File: src/rtl/core.sv
// Shared core types for the target predictor feedback path.
package core;

    localparam int unsigned PC_W = 32;

    typedef struct packed {
        logic            valid;
        logic [PC_W-1:0] base_pc;
        logic [PC_W-1:0] targ_pc;
    } targ_pred_fb_t;

    localparam targ_pred_fb_t targ_pred_fb_rst = '0;

    typedef struct packed {
        logic            valid;
        logic [PC_W-1:0] base_pc;
        logic [PC_W-1:0] targ_pc;
    } targ_res_t;

endpackage

File: src/rtl/targ_fb_alloc.sv
// Combinational lane allocator: decides per-lane accept, slot offset and drop count
// from lane valids, free slots and (optionally) coalescing match vectors.
module targ_fb_alloc #(
    parameter int unsigned res_ports = 3,
    parameter int unsigned depth     = 8
) (
    input  logic [res_ports-1:0]                       lane_valid,
    input  logic [$clog2(depth):0]                     free_slots,
    input  logic [res_ports-1:0]                       res_hit,
    input  logic [res_ports-1:0][res_ports-1:0]        lane_eq,
    output logic [res_ports-1:0]                       accept_c,
    output logic [res_ports-1:0][$clog2(depth)-1:0]    slot_off_c,
    output logic [$clog2(depth):0]                     acc_cnt_c,
    output logic [$clog2(depth):0]                     drop_inc_c
);

    localparam int unsigned PW = $clog2(depth);
    localparam int unsigned CW = PW + 1;

    logic [res_ports-1:0]          acc_v;
    logic [res_ports-1:0][PW-1:0]  off_v;
    logic [CW-1:0]                 n_acc;
    logic [CW-1:0]                 n_drop;
    logic                          skip;

    // Ascending lane walk; a lane is skipped if it duplicates a resident or an already-accepted lower lane.
    always_comb begin
        acc_v  = '0;
        off_v  = '0;
        n_acc  = '0;
        n_drop = '0;
        skip   = 1'b0;
        for (int i = 0; i < res_ports; i++) begin
            skip = res_hit[i];
            for (int j = 0; j < res_ports; j++) begin
                if (j < i && lane_eq[i][j] && acc_v[j]) begin
                    skip = 1'b1;
                end
            end
            if (lane_valid[i] && !skip) begin
                if (n_acc < free_slots) begin
                    acc_v[i] = 1'b1;
                    off_v[i] = PW'(n_acc);
                    n_acc    = n_acc + CW'(1);
                end else begin
                    n_drop = n_drop + CW'(1);
                end
            end
        end
    end

    assign accept_c   = acc_v;
    assign slot_off_c = off_v;
    assign acc_cnt_c  = n_acc;
    assign drop_inc_c = n_drop;

endmodule

File: src/rtl/targ_fb_queue.sv
// In-order feedback FIFO between execute resolve lanes and the target predictor.
// Optional duplicate coalescing is enabled with `define TARG_FB_COALESCE_EN.
module targ_fb_queue
    import core::*;
#(
    parameter int unsigned res_ports  = 3,
    parameter int unsigned depth      = 8,
    parameter int unsigned drop_cnt_w = 16
) (
    input  logic                             clk,
    input  logic                             rst,
    input  logic                             en,
    input  logic [res_ports-1:0]             res_valid,
    input  logic [res_ports-1:0][PC_W-1:0]   res_base_pc,
    input  logic [res_ports-1:0][PC_W-1:0]   res_targ_pc,
    output logic                             in_ready,
    output targ_pred_fb_t                    targ_pred_fb,
    output logic [$clog2(depth):0]           occupancy,
    output logic [drop_cnt_w-1:0]            drop_cnt
);

    localparam int unsigned PW  = $clog2(depth);
    localparam int unsigned CW  = PW + 1;
    localparam int unsigned DW1 = drop_cnt_w + 1;

    logic [PW-1:0]          rd_ptr_q, rd_ptr_d;
    logic [PW-1:0]          wr_ptr_q, wr_ptr_d;
    logic [CW-1:0]          count_q, count_d;
    targ_pred_fb_t          fb_q, fb_d;
    logic [drop_cnt_w-1:0]  drop_q, drop_d;
    logic [PC_W-1:0]        base_mem_q [depth];
    logic [PC_W-1:0]        base_mem_d [depth];
    logic [PC_W-1:0]        targ_mem_q [depth];
    logic [PC_W-1:0]        targ_mem_d [depth];

    targ_res_t                         lane [res_ports];
    logic [res_ports-1:0]              lane_valid;
    logic                              pop;
    logic [CW-1:0]                     free_slots;
    logic [res_ports-1:0]              res_hit;
    logic [res_ports-1:0][res_ports-1:0] lane_eq;
    logic [res_ports-1:0]              accept;
    logic [res_ports-1:0][PW-1:0]      slot_off;
    logic [CW-1:0]                     acc_cnt;
    logic [CW-1:0]                     drop_inc;
    logic [DW1-1:0]                    drop_sum;
    logic [PW-1:0]                     wr_idx;

    always_comb begin
        lane_valid = '0;
        for (int i = 0; i < res_ports; i++) begin
            lane[i] = '{valid: en & res_valid[i], base_pc: res_base_pc[i], targ_pc: res_targ_pc[i]};
            lane_valid[i] = lane[i].valid;
        end
    end

    // Popping first frees its slot for this cycle's pushes.
    assign pop        = en && (count_q != '0);
    assign free_slots = CW'(depth) - count_q + CW'(pop);

`ifdef TARG_FB_COALESCE_EN
    logic [PW-1:0] cmp_idx;

    // Residents are rd_ptr+m for m < count, minus the head when it leaves this cycle.
    always_comb begin
        res_hit = '0;
        lane_eq = '0;
        cmp_idx = '0;
        for (int i = 0; i < res_ports; i++) begin
            for (int j = 0; j < res_ports; j++) begin
                lane_eq[i][j] = (lane[i].base_pc == lane[j].base_pc) &&
                                (lane[i].targ_pc == lane[j].targ_pc);
            end
            for (int m = 0; m < depth; m++) begin
                cmp_idx = rd_ptr_q + PW'(m);
                if ((CW'(m) < count_q) && !(pop && (m == 0)) &&
                    (base_mem_q[cmp_idx] == lane[i].base_pc) &&
                    (targ_mem_q[cmp_idx] == lane[i].targ_pc)) begin
                    res_hit[i] = 1'b1;
                end
            end
        end
    end
`else
    assign res_hit = '0;
    assign lane_eq = '0;
`endif

    targ_fb_alloc #(
        .res_ports (res_ports),
        .depth     (depth)
    ) u_alloc (
        .lane_valid (lane_valid),
        .free_slots (free_slots),
        .res_hit    (res_hit),
        .lane_eq    (lane_eq),
        .accept_c   (accept),
        .slot_off_c (slot_off),
        .acc_cnt_c  (acc_cnt),
        .drop_inc_c (drop_inc)
    );

    always_comb begin
        rd_ptr_d = rd_ptr_q + PW'(pop);
        wr_ptr_d = wr_ptr_q + PW'(acc_cnt);
        count_d  = count_q - CW'(pop) + acc_cnt;

        fb_d = targ_pred_fb_rst;
        if (pop) begin
            fb_d = '{valid: 1'b1, base_pc: base_mem_q[rd_ptr_q], targ_pc: targ_mem_q[rd_ptr_q]};
        end

        // Saturate rather than wrap.
        drop_sum = {1'b0, drop_q} + DW1'(drop_inc);
        drop_d   = drop_sum[drop_cnt_w] ? '1 : drop_sum[drop_cnt_w-1:0];

        base_mem_d = base_mem_q;
        targ_mem_d = targ_mem_q;
        wr_idx     = '0;
        for (int i = 0; i < res_ports; i++) begin
            if (accept[i]) begin
                wr_idx             = wr_ptr_q + slot_off[i];
                base_mem_d[wr_idx] = lane[i].base_pc;
                targ_mem_d[wr_idx] = lane[i].targ_pc;
            end
        end
    end

    always_ff @(posedge clk) begin
        if (rst) begin
            rd_ptr_q <= '0;
            wr_ptr_q <= '0;
            count_q  <= '0;
            fb_q     <= targ_pred_fb_rst;
            drop_q   <= '0;
        end else begin
            rd_ptr_q <= rd_ptr_d;
            wr_ptr_q <= wr_ptr_d;
            count_q  <= count_d;
            fb_q     <= fb_d;
            drop_q   <= drop_d;
        end
    end

    // Storage contents are don't-care after reset.
    always_ff @(posedge clk) begin
        base_mem_q <= base_mem_d;
        targ_mem_q <= targ_mem_d;
    end

    assign in_ready     = !rst && en &&
                          ((CW'(depth) - count_q + CW'(count_q != '0)) >= CW'(res_ports));
    assign targ_pred_fb = fb_q;
    assign occupancy    = count_q;
    assign drop_cnt     = drop_q;

endmodule

File: config.mk
export PLATFORM = sky130hd
export DESIGN_NAME = targ_fb_queue
export DESIGN_NICKNAME = d
export VERILOG_FILES = /design/src/rtl/core.sv /design/src/rtl/targ_fb_alloc.sv /design/src/rtl/targ_fb_queue.sv
export SDC_FILE = /design/constraint.sdc
export NUM_CORES = 2
export LEC_CHECK = 0
export ABC_AREA = 1
export CAP_MARGIN = 20
export CORE_ASPECT_RATIO = 1.75
export CORE_MARGIN = 5
export CORE_UTILIZATION = 35
export DETAILED_ROUTE_END_ITERATION = 12
export PLACE_DENSITY = 0.52
export SYNTH_ARGS = -nofsm -noshare
export SYNTH_HDL_FRONTEND = slang
export SYNTH_SLANG_ARGS = --single-unit
File: constraint.sdc
create_clock -name clk -period 7.95 [get_ports clk]
set_input_delay 1.59 -clock clk [delete_from_list [all_inputs] [get_ports clk]]
set_output_delay 1.59 -clock clk [all_outputs]
set_load 0.005 [all_outputs]
==> impl_metrics.tcl <==
set metrics [dict create \
    status "complete, no violations" \
    ys_seq_area_share_pct 27.90 \
    cellLeakagePower_nw 22.46 \
    ys.warnings.count 0 \
    grt_util_all_layers_pct 31.97 \
    slew_headroom_pct 19.64 \
    tightest_slew_ns 1.205 \
    post_cts_buffers 0 \
    yosysMostFrequentCell "nand2_1" \
    ys_top_cells_by_area "dfxtp_1 28%, nand2_1 28%, nand3_1 16%" \
    path_clk_slew_ns 0.06 \
    htreeDepth 3 \
    routed_wl_mm 219.8 \
    dpl-instance-area_um2 46190 \
    ios 284 \
    synthFlopType "dfxtp_1" \
    reg2reg_depth 34 \
    synth_area_leader_cell "dfxtp_1" \
    post_drt_wl_per_cell_um 24.19 \
    drtPass1Iterations 8 \
    fp-row-count 170 \
    ir_worst_vdd_uv 212.9 \
    min_path_cells 2 \
    cts_hold_buffers 0 \
    async_flop_share_pct 0 \
    antenna_found_initial 6 \
    grt_max_degree 185 \
    synth_nets 7849 \
    cts_made_buffers 70 \
    fin_skew_ns 0.02810 \
    hold_path_end "drop_cnt[15]" \
    hp-start "drop_cnt[15]" \
    synth-edff-count 0 \
    timing.rr.start "occupancy[0]" \
    hp-class "reg -> reg" \
    dp_hpwl_mm 124.3 \
    io_buffers 283 \
    die_area_um2 131000 \
    powerDensity_nw_per_um2 362.6 \
    synth_cells 7621 \
    yosysTopAreaCellShare_pct 27.90 \
    fmax_ghz 0.1438 \
    nets 7630 \
    fill_cells 13460 \
    cts.sinks 603 \
    drt-initial-drc-count 5671 \
    synth_seq_cells 603 \
    finalSetupViolCount 0 \
    fin_tns_setup_ns 0 \
    start_util_pct 35.26 \
    fin_area_um2 48480 \
    rsz0062_at_grt "no" \
    fin_ws_ns 0.9952 \
    ant_nets 0 \
    period_share_pct 87.48 \
    cts_tree "done" \
    route.detailed.drc 0 \
    syn_avg_cell_area_um2 5.678 \
    grt_pass1_wl_mm 324.3 \
    grt.overflow.total 0 \
    fin_util_pct 39.50 \
    grt_pass1_vias 51370 \
    via_count 53800 \
    drive_gt1_share_pct 3.596 \
    routed_via_density 5.919 \
    regToRegSetupSlack_ns 1.55 \
    chipHeight_um 475.2 \
    cpMostUsedCell "nand2_1" \
    path_class "in -> reg" \
    die_width_um 275.8 \
    crit_arrival_ns 7.57 \
    yosysUniqueCellTypes 36 \
    clock_path_buffers 3 \
    required_ns 8.56 \
    hold_viol 0 \
    place_ws_ns 0.4084 \
    worstPathMaxFanout 49 \
    final_max_slew_viol_count 0 \
    crit_path_end_kind "register" \
    place.gp.congestion 0.8423 \
    core_um2 122700 \
    power_w 0.01758 \
    cp-start-kind "primary input" \
    cap_violations 0 \
    synth.top_cells.by_count "3188 x nand2_1, 1360 x nand3_1, 603 x dfxtp_1" \
    cpMaxStageDelayCell "buf_4" \
    area_delta_synth_final_pct 12.02 \
    root_buffer "clkbuf_16" \
    finalCriticalPeriod_ns 6.955 \
    clock_latency_ns 0.69 \
    cts-resized-gates 0 \
    max_stage_delay_ns 0.92 \
    worstReg2RegEnd "base_mem_q[4]" \
    syn_area_um2 43270 \
]
## worst max path at each step
stage          from              end  slack (ns)  cells past startpoint
5_1_grt          en    base_mem_q[7]        0.59                     32
3_3_place_gp     en   targ_mem_q[19]        0.58                     32
3_5_place_dp     en   base_mem_q[13]        0.41                     32
2_1_floorplan    en  base_mem_q[100]        1.77                     35
4_1_cts          en   targ_mem_q[23]        1.11                     32
6_report         en    base_mem_q[4]         1.0                     32
## cell usage in the layout, fill, tap and decap left out, drive strengths merged
cell,instances
or2,3
inv,285
o22ai,64
a211oi,2
nor3,4
fa,4
o21ai,597
a31oi,67
clkdlybuf4s50,283
ha,26
nor2,318
o211ai,56
nand2,3193
clkinv,17
diode,2
nand3b,1
nand3,1366
a21oi,77
xor2,11
and3,1
xnor2,4
clkbuf,106
nand4,260
dfxtp,603
buf,99
bufinv,4
nor4,1
## critical path, delay by kind of cell
kind | cells | cell delay (ns)
buffers and inverters | 8 | 1.84
XOR/XNOR | 1 | 0.17
AND/OR/NAND/NOR | 16 | 2.35
adder cells (fa/ha/maj) | 7 | 1.57
## report_power, final
group | leakage [nW] | internal [W] | total (W) | switching (W)
clock network | 1.13 | 0.00194 | 0.00346 | 0.00151
logic | 16.3 | 0.00302 | 0.00918 | 0.00617
registers | 4.99 | 0.00427 | 0.00494 | 0.000674
## area by class of cell
type / instances / area (µm²) / area share [%]
clock buffer: 106 / 2091 / 4.313
clock inverter: 16 / 187.7 / 0.3872
inverter: 290 / 1137 / 2.346
multi-input combinational: 6055 / 27150 / 56.01
tap: 1634 / 2044 / 4.218
timing repair buffer: 382 / 3776 / 7.790
antenna: 2 / 5.005 / 0.01032
sequential: 603 / 12080 / 24.93
## registers in the layout, indices dropped and copies added, names as in the netlist
register	flops
wr_ptr_q	3
base_mem_q	256
targ_pred_fb	65
targ_mem_q	256
occupancy	4
drop_cnt	16
rd_ptr_q	3
## stage by stage
stage               hold slack, ns  instances
finish                      0.5279       9088
CTS                         0.5289       9086
detailed placement          0.5155       8964
global placement            0.5012       8964
global route                0.5850       9088
floorplan                   0.4834       7621
## cells by family (layout without fill, tap and decap cells)
| group | count (synthesis) | in the layout | share of synthesized area (%) |
|---|---|---|---|
| buffers and inverters | 963 | 794 | 9.877 |
| AND/OR/NAND/NOR | 5147 | 5147 | 50.29 |
| adder cells (fa/ha/maj) | 30 | 30 | 0.9368 |
| AO/OA/AOI/OAI | 863 | 863 | 10.70 |
| other | 0 | 2 | 0 |
| flip-flops | 603 | 603 | 27.90 |
| XOR/XNOR | 15 | 15 | 0.3036 |
## layer usage
| metal | GRT usage (%) | up-vias | wire length [µm] |
|---|---|---|---|
| met2 | 54.35 | 3018 | 104700 |
| met3 | 4.989 | 826 | 18570 |
| met5 | 0 | - | 23 |
| met4 | 20.91 | 4 | 15660 |
| li1 | - | 24630 | - |
| met1 | 37.06 | 25320 | 80880 |
Power figures use the tool's default switching activity.
